### src/rtl/adv_pkg.sv
// Shared types and constants for the adventure-game move driver.
// The room vector is one-hot: bit i marks room s<i>.
package adv_pkg;

  typedef enum logic [2:0] {
    IDLE   = 3'd0,
    CHORD  = 3'd1,
    DRIVE  = 3'd2,
    WAIT   = 3'd3,
    LOCKED = 3'd4
  } move_state_t;

  localparam int DIR_N = 0;
  localparam int DIR_S = 1;
  localparam int DIR_E = 2;
  localparam int DIR_W = 3;

  localparam int ROOM_W     = 7;
  localparam int ROOM_CAVE  = 0;
  localparam int ROOM_S1    = 1;
  localparam int ROOM_S2    = 2;
  localparam int ROOM_S3    = 3;
  localparam int ROOM_S4    = 4;
  localparam int ROOM_S5    = 5;
  localparam int ROOM_GRAVE = 6;

  // An all-zero room vector appears while the game moves between rooms; it never counts.
  function automatic logic room_changed(input logic [ROOM_W-1:0] now_room,
                                        input logic [ROOM_W-1:0] snap_room);
    return (now_room != snap_room) && (now_room != {ROOM_W{1'b0}});
  endfunction

endpackage

### src/rtl/adv_move_driver_if.sv
// Player-side bundle between buttons/game and the move driver.
// master = the driver; slave = the game/button side.
interface adv_move_driver_if;
  import adv_pkg::*;

  logic              btn_n;
  logic              btn_s;
  logic              btn_e;
  logic              btn_w;
  logic [ROOM_W-1:0] room;
  logic              win;
  logic              dead;
  logic              dir_n;
  logic              dir_s;
  logic              dir_e;
  logic              dir_w;
  logic              busy;
  logic              move_ok;
  logic              move_blocked;
  logic [7:0]        moves;
  logic              locked;

  modport master (
    input  btn_n, btn_s, btn_e, btn_w, room, win, dead,
    output dir_n, dir_s, dir_e, dir_w, busy, move_ok, move_blocked, moves, locked
  );

  modport slave (
    output btn_n, btn_s, btn_e, btn_w, room, win, dead,
    input  dir_n, dir_s, dir_e, dir_w, busy, move_ok, move_blocked, moves, locked
  );

endinterface

### src/rtl/btn_debounce.sv
// Two-flop synchronizer and counting debouncer for one raw button.
// press is a one-cycle pulse in the first cycle the debounced level reads high.
module btn_debounce #(
  parameter int DEBOUNCE_CYCLES = 4
) (
  input  logic clk,
  input  logic rst,
  input  logic btn,
  output logic press
);

  localparam int CW = (DEBOUNCE_CYCLES > 1) ? $clog2(DEBOUNCE_CYCLES) : 1;

  logic          sync1_r;
  logic          sync2_r;
  logic          level_r;
  logic          press_r;
  logic [CW-1:0] cnt_r;
  logic          flip_s;

  assign flip_s = (sync2_r != level_r) && (cnt_r == CW'(DEBOUNCE_CYCLES - 1));
  assign press  = press_r;

  // Synchronize, count consecutive mismatches, flip the level once the count completes.
  always_ff @(posedge clk) begin
    if (rst) begin
      sync1_r <= 1'b0;
      sync2_r <= 1'b0;
      level_r <= 1'b0;
      press_r <= 1'b0;
      cnt_r   <= {CW{1'b0}};
    end else begin
      sync1_r <= btn;
      sync2_r <= sync1_r;
      press_r <= flip_s & ~level_r;
      if (flip_s) begin
        level_r <= ~level_r;
        cnt_r   <= {CW{1'b0}};
      end else if (sync2_r != level_r) begin
        cnt_r   <= cnt_r + CW'(1);
      end else begin
        cnt_r   <= {CW{1'b0}};
      end
    end
  end

endmodule

### src/rtl/adv_move_driver.sv
// Turns debounced button chords into held direction commands for the room FSM,
// reports ok/blocked per command and locks out input after a win or death.
module adv_move_driver
  import adv_pkg::*;
#(
  parameter int DEBOUNCE_CYCLES = 4,
  parameter int CHORD_CYCLES    = 8,
  parameter int TIMEOUT_CYCLES  = 16
) (
  input logic                  clk,
  input logic                  rst,
  adv_move_driver_if.master    bus
);

  localparam int CCW = (CHORD_CYCLES > 1) ? $clog2(CHORD_CYCLES) : 1;
  localparam int TCW = $clog2(TIMEOUT_CYCLES);

  move_state_t       state_r, state_next;
  logic [3:0]        press_s;
  logic [3:0]        mask_r, mask_next;
  logic [3:0]        dir_r, dir_next;
  logic [CCW-1:0]    ccnt_r, ccnt_next;
  logic [TCW-1:0]    tcnt_r, tcnt_next;
  logic [ROOM_W-1:0] snap_r, snap_next;
  logic [7:0]        moves_r, moves_next;
  logic              ok_r, ok_next;
  logic              blk_r, blk_next;
  logic              busy_r, busy_next;
  logic              locked_r, locked_next;

  btn_debounce #(.DEBOUNCE_CYCLES(DEBOUNCE_CYCLES)) u_db_n (.clk(clk), .rst(rst), .btn(bus.btn_n), .press(press_s[DIR_N]));
  btn_debounce #(.DEBOUNCE_CYCLES(DEBOUNCE_CYCLES)) u_db_s (.clk(clk), .rst(rst), .btn(bus.btn_s), .press(press_s[DIR_S]));
  btn_debounce #(.DEBOUNCE_CYCLES(DEBOUNCE_CYCLES)) u_db_e (.clk(clk), .rst(rst), .btn(bus.btn_e), .press(press_s[DIR_E]));
  btn_debounce #(.DEBOUNCE_CYCLES(DEBOUNCE_CYCLES)) u_db_w (.clk(clk), .rst(rst), .btn(bus.btn_w), .press(press_s[DIR_W]));

  // Next state, command, counters and pulses; outputs are registered from these.
  always_comb begin
    state_next = state_r;
    mask_next  = mask_r;
    dir_next   = dir_r;
    ccnt_next  = ccnt_r;
    tcnt_next  = tcnt_r;
    snap_next  = snap_r;
    moves_next = moves_r;
    ok_next    = 1'b0;
    blk_next   = 1'b0;
    case (state_r)
      IDLE: begin
        if (bus.win || bus.dead) begin
          state_next = LOCKED;
        end else if (press_s != 4'b0000) begin
          mask_next  = press_s;
          ccnt_next  = {CCW{1'b0}};
          state_next = CHORD;
        end else begin
          state_next = IDLE;
        end
      end
      CHORD: begin
        mask_next = mask_r | press_s;
        if (ccnt_r == CCW'(CHORD_CYCLES - 1)) begin
          state_next = DRIVE;
        end else begin
          ccnt_next  = ccnt_r + CCW'(1);
        end
      end
      DRIVE: begin
        dir_next   = mask_r;
        snap_next  = bus.room;
        tcnt_next  = {TCW{1'b0}};
        state_next = WAIT;
      end
      WAIT: begin
        // A room change in the timeout cycle still counts as success.
        if (room_changed(bus.room, snap_r)) begin
          dir_next   = 4'b0000;
          ok_next    = 1'b1;
          moves_next = (moves_r == 8'd255) ? moves_r : moves_r + 8'd1;
          state_next = (bus.win || bus.dead) ? LOCKED : IDLE;
        end else if (tcnt_r == TCW'(TIMEOUT_CYCLES - 1)) begin
          dir_next   = 4'b0000;
          blk_next   = 1'b1;
          state_next = IDLE;
        end else begin
          tcnt_next  = tcnt_r + TCW'(1);
        end
      end
      LOCKED: begin
        dir_next   = 4'b0000;
        state_next = LOCKED;
      end
      default: begin
        dir_next   = 4'b0000;
        state_next = IDLE;
      end
    endcase
    busy_next   = (state_next == CHORD) || (state_next == DRIVE) || (state_next == WAIT);
    locked_next = (state_next == LOCKED);
  end

  // State and registered outputs.
  always_ff @(posedge clk) begin
    if (rst) begin
      state_r  <= IDLE;
      mask_r   <= 4'b0000;
      dir_r    <= 4'b0000;
      ccnt_r   <= {CCW{1'b0}};
      tcnt_r   <= {TCW{1'b0}};
      snap_r   <= {ROOM_W{1'b0}};
      moves_r  <= 8'd0;
      ok_r     <= 1'b0;
      blk_r    <= 1'b0;
      busy_r   <= 1'b0;
      locked_r <= 1'b0;
    end else begin
      state_r  <= state_next;
      mask_r   <= mask_next;
      dir_r    <= dir_next;
      ccnt_r   <= ccnt_next;
      tcnt_r   <= tcnt_next;
      snap_r   <= snap_next;
      moves_r  <= moves_next;
      ok_r     <= ok_next;
      blk_r    <= blk_next;
      busy_r   <= busy_next;
      locked_r <= locked_next;
    end
  end

  assign bus.dir_n        = dir_r[DIR_N];
  assign bus.dir_s        = dir_r[DIR_S];
  assign bus.dir_e        = dir_r[DIR_E];
  assign bus.dir_w        = dir_r[DIR_W];
  assign bus.busy         = busy_r;
  assign bus.move_ok      = ok_r;
  assign bus.move_blocked = blk_r;
  assign bus.moves        = moves_r;
  assign bus.locked       = locked_r;

endmodule
### src/flat_wrapper.sv
// flat-port wrapper written by rule: the top's interface ports become plain ports
module adv_move_driver_flat import adv_pkg::*;
#(
  parameter int DEBOUNCE_CYCLES = 4,
  parameter int CHORD_CYCLES    = 8,
  parameter int TIMEOUT_CYCLES  = 16
)
  (clk, rst, bus_btn_n, bus_btn_s, bus_btn_e, bus_btn_w, bus_room, bus_win, bus_dead, bus_dir_n, bus_dir_s, bus_dir_e, bus_dir_w, bus_busy, bus_move_ok, bus_move_blocked, bus_moves, bus_locked);
  adv_move_driver_if bus_i ();
  input logic clk;
  input logic rst;
  input wire logic [$bits(bus_i.btn_n)-1:0] bus_btn_n;
  input wire logic [$bits(bus_i.btn_s)-1:0] bus_btn_s;
  input wire logic [$bits(bus_i.btn_e)-1:0] bus_btn_e;
  input wire logic [$bits(bus_i.btn_w)-1:0] bus_btn_w;
  input wire logic [$bits(bus_i.room)-1:0] bus_room;
  input wire logic [$bits(bus_i.win)-1:0] bus_win;
  input wire logic [$bits(bus_i.dead)-1:0] bus_dead;
  output wire logic [$bits(bus_i.dir_n)-1:0] bus_dir_n;
  output wire logic [$bits(bus_i.dir_s)-1:0] bus_dir_s;
  output wire logic [$bits(bus_i.dir_e)-1:0] bus_dir_e;
  output wire logic [$bits(bus_i.dir_w)-1:0] bus_dir_w;
  output wire logic [$bits(bus_i.busy)-1:0] bus_busy;
  output wire logic [$bits(bus_i.move_ok)-1:0] bus_move_ok;
  output wire logic [$bits(bus_i.move_blocked)-1:0] bus_move_blocked;
  output wire logic [$bits(bus_i.moves)-1:0] bus_moves;
  output wire logic [$bits(bus_i.locked)-1:0] bus_locked;
  assign bus_i.btn_n = bus_btn_n;
  assign bus_i.btn_s = bus_btn_s;
  assign bus_i.btn_e = bus_btn_e;
  assign bus_i.btn_w = bus_btn_w;
  assign bus_i.room = bus_room;
  assign bus_i.win = bus_win;
  assign bus_i.dead = bus_dead;
  assign bus_dir_n = bus_i.dir_n;
  assign bus_dir_s = bus_i.dir_s;
  assign bus_dir_e = bus_i.dir_e;
  assign bus_dir_w = bus_i.dir_w;
  assign bus_busy = bus_i.busy;
  assign bus_move_ok = bus_i.move_ok;
  assign bus_move_blocked = bus_i.move_blocked;
  assign bus_moves = bus_i.moves;
  assign bus_locked = bus_i.locked;
  adv_move_driver #(.DEBOUNCE_CYCLES(DEBOUNCE_CYCLES), .CHORD_CYCLES(CHORD_CYCLES), .TIMEOUT_CYCLES(TIMEOUT_CYCLES)) u_core (.clk(clk), .rst(rst), .bus(bus_i));
endmodule
### config.mk
export PLATFORM = sky130hd
export DESIGN_NAME = adv_move_driver_flat
export DESIGN_NICKNAME = d
export VERILOG_FILES = /design/src/rtl/adv_pkg.sv /design/src/rtl/adv_move_driver_if.sv /design/src/rtl/btn_debounce.sv /design/src/rtl/adv_move_driver.sv /design/src/flat_wrapper.sv
export SDC_FILE = /design/constraint.sdc
export NUM_CORES = 1
export LEC_CHECK = 0
export BUFFER_PORTS_ARGS = -buffer_cell sky130_fd_sc_hd__buf_2
export CORE_MARGIN = 2
export CORE_UTILIZATION = 30
export DETAILED_ROUTE_END_ITERATION = 10
export PLACE_DENSITY = 0.55
export SYNTH_ARGS = -nofsm -noshare
export SYNTH_HDL_FRONTEND = slang
export SYNTH_SLANG_ARGS = --single-unit
### constraint.sdc
create_clock -name clk -period 2.1 [get_ports clk]
set_input_delay 0.105 -clock clk [delete_from_list [all_inputs] [get_ports clk]]
set_output_delay 0.105 -clock clk [all_outputs]
set_load 0.05 [all_outputs]
==> metrics.log, run 1 <==
INFO  metric status = finished clean
INFO  metric dr.first_iter.drc_count = 38
INFO  metric fmax = a little under 600 MHz
INFO  metric ys_types = 45
INFO  metric syn_area_per_cell = 9.29 µm²
INFO  metric holdPathEnd = u_core.snap_r[6]$_SDFFE_PP0N_
INFO  metric syn-instance-count = between 200 and 300
INFO  metric postSynth.asyncResetShare = 0%
INFO  metric worst_case_reg_to_reg_path_depth = 4
INFO  metric timing.critical_path.arrival = approximately 1.9 ns
INFO  metric post-route-drc-count = 0
INFO  metric ffs_latches_synth = around 60
INFO  metric pre_cts_slack = around 0.4 ns
INFO  metric synth_top_area_cell = dfxtp_1
INFO  metric finalHoldViolCount = 0
INFO  metric syn2layout_area_growth = 21.9%
INFO  metric synthesis.nets = between 200 and 300
INFO  metric clock_tree.root_cell = clkbuf_8
INFO  metric hold_start = bus_room[6]
INFO  metric crit_required = approximately 2.3 ns
INFO  metric insertion_delay = between 0.3 and 0.4 ns
INFO  metric crit_type = reg -> reg
INFO  metric pin_count_of_the_biggest_net_entering_global_routing = 23
INFO  metric layout.nets = 332
INFO  metric post-route-period-util = 80.8%
INFO  metric clkSinkCount = between 60 and 70
INFO  metric worst_r2r_startpoint = u_core.state_r[0]$_SDFF_PP0_
INFO  metric post_detail_place_hpwl = ~3400 µm
INFO  metric place.port_buffers = 30
INFO  metric totalWireLength = 4890 µm
INFO  metric final_util = 37.3%
INFO  metric num_antenna_cells = 0
INFO  metric final_critical_path_setup_slack = ~0.40 ns
INFO  metric die_span_in_x = ~95 µm
INFO  metric slew-limit-headroom = roughly 71%
INFO  metric setup.worst_path.start_class = flop
INFO  metric synth_top_cells_by_area = dfxtp_1 49%, a21oi_1 5.6%, ha_1 4.0%
INFO  metric ys_dominant_reg_cell = dfxtp_1
INFO  metric final_max_tran_viols = 0
INFO  metric seq_area_frac_synth = between 40% and 50%
INFO  metric reg2reg_setup_slack = between 0.4 and 0.5 ns
INFO  metric grt_pass1_vias = a little under 2000
INFO  metric fin_setup_tns = 0 ns
INFO  metric setup_viol = 0
INFO  metric grt_use_total = about 12%
INFO  metric min-delay-path-class = in -> reg
INFO  metric routed-via-count = approximately 2000
INFO  metric p_per_area = between 700 and 800 mW/mm²
INFO  metric ctsHtreeMaxLevel = 3
INFO  metric critical_path.endpoint_type = flop
INFO  metric rows = 33
INFO  metric drive_above_1_share = 19.8%
INFO  metric top_cells_by_instance_count_after_synthesis = 61 x dfxtp_1, 28 x a21oi_1, 26 x nand2_1, 24 x nor2_1
INFO  metric post_cts.repair.setup_buffers = 0
INFO  metric syn_warnings = 0
INFO  metric rsz_0062_raised_after_global_routing = false
INFO  metric finalCriticalPeriod = approximately 1.7 ns
INFO  metric cts_max_path_buffers = 2
INFO  metric cts-buffers-inserted = 9
INFO  metric cts.clk_slew.worst_paths = about 0.060 ns
INFO  metric detail_route.wl_per_cell = between 10 and 15 µm
INFO  metric r2r-end = u_core.bus.moves[5]$_SDFFE_PP0P_
INFO  metric drt_first_pass_iters = 4
INFO  metric post-synth-top-count-cell = dfxtp_1
INFO  metric gp_congestion = ~0.75
INFO  metric number_of_antenna_violations_at_the_first_check_in_global_routing = 0
INFO  metric skew = 0.00489 ns
INFO  metric via_per_inst = around 4.8
INFO  metric grt_overflow_total = 0
INFO  metric vdd.ir_drop.worst = between 0.3 and 0.4 mV
INFO  metric cp_max_fo = 16
INFO  metric grt_pass1_wl = 8480 µm
INFO  metric start_util = around 31%
INFO  metric worstMarginPinSlew = roughly 0.43 ns
INFO  metric maxCapViolations = 0
INFO  metric antenna_left = 0
INFO  metric power_leakage = 1.21 nW
INFO  metric hold_ws = 0.0390 ns
INFO  metric die_area = between 0.009 and 0.01 mm²
INFO  metric post_synth_instance_area = 0.00249 mm²
INFO  metric min_path_cells = 3
INFO  metric cts_tree = yes
INFO  metric synth_edf_count = 0
INFO  metric dieHeight = 95.1 µm
INFO  metric synth_top_cell_area_share = 49.0%
INFO  metric placeable_core_area = 0.00813 mm²
INFO  metric io-pin-count = 31
-- placed cells by master (no fill, tap or decap), types with 2 or more instances in the layout --
cell type      netlist  layout
a211oi_1             5       5
a31oi_1              2       2
dfxtp_1             61      61
or4_1                3       3
nand2_1             26      26
nand3_1             11      11
a21oi_1             28      28
o21ai_0              6       6
buf_2                1      30
ha_1                 8       8
bufinv_16            0       2
o311a_1              2       2
nor2_1              24      24
buf_4                2       6
and3_1               4       4
clkbuf_8             0      11
inv_1                7       7
mux2_2               4       4
nor2b_1             10      10
or3_1                6       6
nand2b_1             3       3
nor3_1               6       6
dlygate4sd3_1        0       4
nand4_1              3       3
nor4bb_1             2       2
xnor2_1             11      11
mux2i_1              3       3
o41ai_1              2       2
a22oi_1              4       4
-- flip-flops by register name, summed over array words and instances (netlist names), 2 cells and up --
register and count:
u_core.u_db_e.cnt_r 2, u_core.u_db_n.cnt_r 2, u_core.u_db_s.cnt_r 2, u_core.tcnt_r 4, u_core.mask_r 4, u_core.state_r 3
u_core.dir_r 4, u_core.snap_r 7, u_core.ccnt_r 3, u_core.bus.moves 8, u_core.u_db_w.cnt_r 2
-- per-stage QoR --
| stage | instance area (µm²) | instances | total power [mW] |
|---|---|---|---|
| floorplan | 2490 | 268 | 1.25 |
| CTS | 3030 | 418 | 2.47 |
| finish | 3030 | 418 | 2.43 |
| detailed placement | 2770 | 399 | 1.29 |
| global route | 3030 | 418 | 2.54 |
| global placement | 2770 | 399 | 1.29 |
-- metal layers --
metal,share of wire [%],track usage [%],wire [µm],up-vias
met3,5.4,5.30,262,6
met5,0,0,0,-
met4,1.3,5.19,66,0
met1,47,13.8,2280,935
met2,47,19.9,2280,35
li1,-,-,-,1030
-- cell families (layout without fill, tap and decap cells) --
logic type | count (synthesis) | in the layout | share of synthesized area (%)
xor+xnor | 11 | 11 | 3.87
fa+ha+maj | 8 | 8 | 4.02
mux | 7 | 7 | 3.01
simple gates | 110 | 110 | 23.1
compound gates | 54 | 54 | 14.0
flops | 61 | 61 | 49.0
buf+inv | 17 | 62 | 2.91
-- critical path: stages (launching register included) --
cell,delay [ns]
dfxtp_1,0.43
and3b_2,0.28
o211ai_4,0.18
a2111oi_2,0.33
mux2_2,0.37
-- what timing repair did --
item | CTS | global route
hold buffers | 4 | 0
endpoints found under the hold margin | 4 | 0
endpoints found under the setup margin | 0 | 0
resized for setup | 0 | 0
-- area by class of cell --
| type | instances | area [µm²] |
|---|---|---|
| clock buffer | 12 | 155 |
| multi-input combinational | 190 | 1200 |
| fill | 831 | 5100 |
| tap | 105 | 131 |
| inverter | 7 | 26.3 |
| sequential | 61 | 1220 |
| clock inverter | 3 | 68.8 |
| timing repair buffer | 40 | 235 |
-- power breakdown --
group	switching [mW]	internal, mW
clock	0.431	0.729
combinational	0.0514	0.0395
sequential	0.00577	1.17
-- how the worst max path moves through the flow --
stage | depth (start not counted) | startpoint | to | slack [ns]
after floorplan | 4 | u_core.bus.moves[3]$_SDFFE_PP0P_ | u_core.bus.moves[5]$_SDFFE_PP0P_ | 0.31
after global placement | 4 | u_core.state_r[0]$_SDFF_PP0_ | u_core.bus.moves[5]$_SDFFE_PP0P_ | 0.43
after detailed placement | 4 | u_core.state_r[0]$_SDFF_PP0_ | u_core.bus.moves[5]$_SDFFE_PP0P_ | 0.39
after CTS | 4 | u_core.state_r[0]$_SDFF_PP0_ | u_core.bus.moves[5]$_SDFFE_PP0P_ | 0.38
after global routing | 4 | u_core.state_r[0]$_SDFF_PP0_ | u_core.bus.moves[5]$_SDFFE_PP0P_ | 0.28
final | 4 | u_core.state_r[0]$_SDFF_PP0_ | u_core.bus.moves[5]$_SDFFE_PP0P_ | 0.40
(Power assumes the default switching activity.)
==> run 2: changes to the inputs <==
==> constraint.sdc (replaced) <==
create_clock -name clk -period 1.6 [get_ports clk]
set_input_delay 0.08 -clock clk [delete_from_list [all_inputs] [get_ports clk]]
set_output_delay 0.08 -clock clk [all_outputs]
set_load 0.05 [all_outputs]
==> run 2 against run 1 <==
Compared with the run above: design area is 7.8% higher; register-to-register slack worse by 0.38 ns; clock power is 33% higher; global-route usage is 0.051 points lower; critical endpoint is now u_core.bus.moves[7]$_SDFFE_PP0P_; largest cell class is now multi-input combinational cells.
==> metrics.log, run 2 (same netlist as run 1, synthesis figures left out) <==
INFO  metric status = finished clean
INFO  metric die_span_in_x = roughly 95 µm
INFO  metric cts_max_path_buffers = 2
INFO  metric final_max_tran_viols = 0
INFO  metric maxCapViolations = 0
INFO  metric r2r-end = u_core.bus.moves[7]$_SDFFE_PP0P_
INFO  metric dieHeight = about 95 µm
INFO  metric die_area = roughly 0.0090 mm²
INFO  metric dr.first_iter.drc_count = 67
INFO  metric worst_r2r_startpoint = u_core.snap_r[1]$_SDFFE_PP0N_
INFO  metric drt_first_pass_iters = 4
INFO  metric layout_common_cells = 53 x dfxtp_1, 30 x buf_2, 25 x nand2_1, 25 x a21oi_1, 24 x nor2_1
INFO  metric drive_above_1_share = 29.1%
INFO  metric rsz_0062_raised_after_global_routing = true
INFO  metric detail_route.wl_per_cell = ~12 µm
INFO  metric final_critical_path_setup_slack = about 0.027 ns
INFO  metric crit_type = reg -> reg
INFO  metric n_fill_cell = 813
INFO  metric layout_commonest_cell = dfxtp_1
INFO  metric setup_viol = 0
INFO  metric reg2reg_setup_slack = between 0.02 and 0.03 ns
INFO  metric largest_register_ff_count = 8
INFO  metric pre_cts_slack = -0.0304 ns
INFO  metric timing.critical_path.from = u_core.snap_r[1]$_SDFFE_PP0N_
INFO  metric skew = between 0.006 and 0.007 ns
INFO  metric slew-limit-headroom = 78.4%
INFO  metric finish.instance_area = around 0.0033 mm²
INFO  metric hold_ws = 0.0125 ns
INFO  metric p_per_area = between 900 and 1000 mW/mm²
INFO  metric fin_setup_tns = 0 ns
INFO  metric cts.clk_slew.worst_paths = around 0.070 ns
INFO  metric critical_path.endpoint_type = flop
INFO  metric post_detail_place_hpwl = between 3000 and 4000 µm
INFO  metric min-delay-path-class = in -> reg
INFO  metric crit_required = 1.87 ns
INFO  metric rows = 33
INFO  metric totalWireLength = around 5100 µm
INFO  metric post-route-drc-count = 0
INFO  metric setup.worst_path.start_class = flop
INFO  metric io-pin-count = 31
INFO  metric antenna_left = 0
INFO  metric cp_max_fo = 7
INFO  metric vdd.ir_drop.worst = roughly 0.46 mV
INFO  metric post-route-period-util = ~98%
INFO  metric grt_use_total = about an eighth
INFO  metric worst_case_reg_to_reg_path_depth = 7
INFO  metric place.port_buffers = 30
INFO  metric routed-via-count = between 2000 and 2500
INFO  metric grt_pass1_vias = roughly 2000
INFO  metric start_util = between 30 and 40%
INFO  metric num_antenna_cells = 0
INFO  metric syn2layout_area_growth = 31.4%
INFO  metric via_per_inst = 4.70
INFO  metric clock_tree.root_cell = clkbuf_8
INFO  metric number_of_antenna_violations_at_the_first_check_in_global_routing = 0
INFO  metric finalHoldViolCount = 0
INFO  metric total_power = between 3 and 4 mW
INFO  metric pin_count_of_the_biggest_net_entering_global_routing = 30
INFO  metric cts-buffers-inserted = 9
INFO  metric grt_pass1_wl = between 8000 and 9000 µm
INFO  metric finalCriticalPeriod = ~1.6 ns
INFO  metric fmax = ~640 MHz
INFO  metric ctsHtreeMaxLevel = 3
INFO  metric setup.worst_path.end = u_core.bus.moves[7]$_SDFFE_PP0P_
INFO  metric insertion_delay = between 0.3 and 0.4 ns
INFO  metric power_leakage = ~1.3 nW
INFO  metric gp_congestion = between 0.7 and 0.8
INFO  metric cts_tree = yes
INFO  metric timing.critical_path.arrival = 1.84 ns
INFO  metric layout.nets = between 300 and 400
INFO  metric grt_overflow_total = 0
INFO  metric worstMarginPinSlew = 0.322 ns
INFO  metric placeable_core_area = between 0.008 and 0.009 mm²
INFO  metric clkSinkCount = 61
INFO  metric post_dp_cell_area = between 0.002 and 0.003 mm²
==> run 2: cell types whose count changed in the layout (fill, tap and decap cells not counted), sizes merged <==
cell         delta
buf            +14
dlygate4sd3     +2
clkinv          +1
==> run 2: repair_timing <==
item	CTS	global route
pin swaps	1	7
endpoints found under the setup margin	3	16
hold endpoints to repair	6	0
hold buffers	6	0
resized for setup	1	18
setup buffers	2	3
==> run 2: final cells by class <==
cell class	count	area, µm²	share of cell area, %
Clock buffer	12	155	4.74
Clock inverter	4	70.1	2.14
Timing Repair Buffer	56	389	11.9
Multi-Input combinational cell	190	1270	38.8
Tap cell	105	131	4.02
Inverter	7	26.3	0.803
Sequential cell	61	1230	37.6
==> run 2: per-stage QoR <==
| stage | utilization (%) | instances |
|---|---|---|
| global placement | 35.1 | 408 |
| finish | 40.2 | 435 |
| global route | 40.2 | 435 |
| floorplan | - | 268 |
| detailed placement | 35.1 | 408 |
| CTS | 39.0 | 432 |
==> run 2: worst min-delay path by stage <==
stage	startpoint	end	slack [ns]	cells past startpoint
4_1_cts	bus_win	u_core.bus.locked$_SDFF_PP0_	0.001	2
3_5_place_dp	bus_btn_n	u_core.u_db_n.sync1_r$_SDFF_PP0_	0.29	2
6_report	bus_room[0]	u_core.snap_r[0]$_SDFFE_PP0N_	0.01	3
5_1_grt	bus_win	u_core.state_r[2]$_SDFF_PP0_	0.02	2
3_3_place_gp	bus_btn_n	u_core.u_db_n.sync1_r$_SDFF_PP0_	0.29	2
2_1_floorplan	bus_btn_e	u_core.u_db_e.sync1_r$_SDFF_PP0_	0.21	1
==> run 2: worst max-delay path, stage by stage, from the launching register on <==
cell,delay [ns]
dfxtp_2,0.33
xnor2_2,0.13
nand4_2,0.14
o211ai_4,0.12
buf_12,0.15
buf_4,0.14
or3_1,0.37
a21oi_2,0.13
==> run 2: layer usage <==
| layer | up-vias | routed length (µm) | track usage (%) |
|---|---|---|---|
| li1 | 1059 | - | - |
| met1 | 933 | 2300 | 13.5 |
| met2 | 44 | 2440 | 20.4 |
| met3 | 10 | 279 | 4.43 |
| met4 | 0 | 102 | 6.04 |
| met5 | - | 0 | 0 |
==> run 2: report_power, final <==
part	total, mW	switching (mW)	internal [mW]
clock	1.54	0.578	0.957
combinational	0.132	0.0713	0.0605
sequential	1.54	0.00613	1.53
total	3.21	0.656	2.55
==> run 3: changes to the inputs <==
--- a/config.mk
+++ b/config.mk
@@ -8,6 +8,7 @@
 export BUFFER_PORTS_ARGS = -buffer_cell sky130_fd_sc_hd__buf_2
 export CORE_MARGIN = 2
 export CORE_UTILIZATION = 30
+export CTS_CLUSTER_SIZE = 40
 export DETAILED_ROUTE_END_ITERATION = 10
 export PLACE_DENSITY = 0.55
 export SYNTH_ARGS = -nofsm -noshare
==> constraint.sdc (replaced) <==
create_clock -name clk -period 1.7 [get_ports clk]
set_input_delay 0.085 -clock clk [delete_from_list [all_inputs] [get_ports clk]]
set_output_delay 0.085 -clock clk [all_outputs]
set_load 0.05 [all_outputs]
==> run 3 against run 2 <==
Compared with the run above: clock-buffer cell count rose by 1; clock power down 14%; critical path depth down 3; non-clock buffer count down 10.
==> metrics.log, run 3 (same netlist as run 1, synthesis figures left out) <==
INFO  metric status = finished clean
INFO  metric detail_route.wl_per_cell = about 11 µm
INFO  metric crit_required = 1.92 ns
INFO  metric grt_pass1_wl = about 8600 µm
INFO  metric insertion_delay = around 0.33 ns
INFO  metric crit_chain = and3b_2 > o211ai_4 > a2111oi_2 > mux2_2
INFO  metric grt_pass1_vias = 1984
INFO  metric gp_congestion = between 0.7 and 0.8
INFO  metric setup_viol = 0
INFO  metric rsz_0062_raised_after_global_routing = true
INFO  metric antenna_left = 0
INFO  metric critical_path.endpoint_type = flop
INFO  metric slowest_stage = mux2_2
INFO  metric die_span_in_x = between 90 and 100 µm
INFO  metric layout.nets = around 340
INFO  metric start_util = between 30% and 40%
INFO  metric place.port_buffers = 30
INFO  metric cpLargestDelayFamily = compound AO/OA/AOI/OAI gates
INFO  metric layout_commonest_cell = dfxtp_1
INFO  metric critical-path-max-stage-delay = around 0.37 ns
INFO  metric cts_tree = yes
INFO  metric crit_type = reg -> reg
INFO  metric io-pin-count = 31
INFO  metric layout_common_cells = 56 x dfxtp_1, 30 x buf_2, 28 x a21oi_1
INFO  metric post-route-drc-count = 0
INFO  metric slew-limit-headroom = 72.5%
INFO  metric placeable_core_area = just over 0.008 mm²
INFO  metric grt_use_total = between 10% and 20%
INFO  metric pin_count_of_the_biggest_net_entering_global_routing = 27
INFO  metric final_util = 37.9%
INFO  metric post-place-cells = 404
INFO  metric cts_max_path_buffers = 2
INFO  metric timing.critical_path.arrival = roughly 1.9 ns
INFO  metric maxCapViolations = 0
INFO  metric ctsHtreeMaxLevel = 3
INFO  metric vdd.ir_drop.worst = just over 0.5 mV
INFO  metric fmax = a little over 600 MHz
INFO  metric min-delay-path-class = in -> reg
INFO  metric grt_overflow_total = 0
INFO  metric n_fill_cell = roughly 830
INFO  metric syn2layout_area_growth = 23.9%
INFO  metric clkSinkCount = slightly above 60
INFO  metric multi_input_area = 0.00120 mm²
INFO  metric skew = about 0.0073 ns
INFO  metric largest_register_ff_count = 8
INFO  metric finalCriticalPeriod = between 1.5 and 2 ns
INFO  metric cp_max_fo = 16
INFO  metric drt_first_pass_iters = 4
INFO  metric power_leakage = ~1.2 nW
INFO  metric dieHeight = between 90 and 100 µm
INFO  metric number_of_antenna_violations_at_the_first_check_in_global_routing = 0
INFO  metric dr.first_iter.drc_count = 28
INFO  metric finalHoldViolCount = 0
INFO  metric worstMarginPinSlew = slightly above 0.4 ns
INFO  metric p_per_area = 938 mW/mm²
INFO  metric post_detail_place_hpwl = ~3400 µm
INFO  metric cts-buffers-inserted = 9
INFO  metric setup.worst_path.start_class = flop
INFO  metric critPathBufInv = 0
INFO  metric cts.clk_slew.worst_paths = about 0.070 ns
INFO  metric final_instance_count_without_filler_cells = between 400 and 500
INFO  metric drive_above_1_share = between 20% and 30%
INFO  metric num_antenna_cells = 0
INFO  metric layout.area.seq = about 0.0012 mm²
INFO  metric final_max_tran_viols = 0
INFO  metric routed-via-count = approximately 2000
INFO  metric rows = 33
INFO  metric totalWireLength = between 4000 and 5000 µm
INFO  metric clock_tree.root_cell = clkbuf_8
INFO  metric post-route-period-util = a little over nine tenths
INFO  metric via_per_inst = about 4.7
INFO  metric die_area = 0.00904 mm²
-- run 3: cell types whose count changed in the layout (fill, tap and decap cells not counted), sizes merged --
cell / change
buf: -8
bufinv: -1
clkbuf: +1
clkinv: -1
clkinvlp: +1
dlygate4sd3: -2
-- run 3: final cells by class --
class / count / share of cell area (%)
Clock buffer: 13 / 5.47
Clock inverter: 3 / 1.38
Inverter: 7 / 0.852
Multi-Input combinational cell: 190 / 38.8
Sequential cell: 61 / 39.8
Tap cell: 105 / 4.26
Timing Repair Buffer: 46 / 9.49
-- run 3: stage by stage --
stage	setup slack, ns	instance area, µm²	TNS [ns]	power, mW	hold slack (ns)
2_1_floorplan	-0.0272	2500	-0.0272	1.54	0.213
3_3_place_gp	0.106	2830	0	1.59	0.296
3_5_place_dp	0.0646	2830	0	1.59	0.302
4_1_cts	0.0488	3080	0	2.95	0.00608
5_1_grt	-0.00705	3090	-0.00705	3.03	0.0195
6_report	0.0693	3090	0	2.89	0.0231
-- run 3: repair_timing --
action	4_1_cts	5_1_grt
hold buffers	4	0
hold endpoints to repair	4	0
buffers inserted	0	1
gates resized for setup	0	0
endpoints found under the setup margin	0	3
-- run 3: power breakdown --
| part | switching [mW] | internal, mW |
|---|---|---|
| Combinational | 0.0631 | 0.0520 |
| Clock | 0.533 | 0.795 |
| Sequential | 0.00700 | 1.44 |
| Total | 0.603 | 2.29 |
-- run 3: worst reg2reg max path, cell delays in order, from the launching register on --
cell       delay (ns)
dfxtp_1          0.34
and3b_2          0.31
o211ai_4         0.18
a2111oi_2        0.33
mux2_2           0.37
-- run 3: final timing paths --
| check | cells past startpoint | slack (ns) | from | to |
|---|---|---|---|---|
| min reg2reg | 1 | 0.42 | u_core.u_db_s.cnt_r[0]$_SDFF_PP0_ | u_core.u_db_s.cnt_r[0]$_SDFF_PP0_ |
| max reg2reg | 4 | 0.07 | u_core.state_r[2]$_SDFF_PP0_ | u_core.bus.moves[5]$_SDFFE_PP0P_ |
| min | 3 | 0.02 | bus_room[0] | u_core.snap_r[0]$_SDFFE_PP0N_ |
| max | 4 | 0.07 | u_core.state_r[2]$_SDFF_PP0_ | u_core.bus.moves[5]$_SDFFE_PP0P_ |
-- run 3: metal layers --
| metal | track usage [%] | wire length (µm) | vias up |
|---|---|---|---|
| li1 | - | - | 1043 |
| met1 | 13.7 | 2250 | 916 |
| met2 | 20.2 | 2230 | 34 |
| met3 | 5.45 | 300 | 6 |
| met4 | 3.26 | 55 | 0 |
| met5 | 0 | 0 | - |
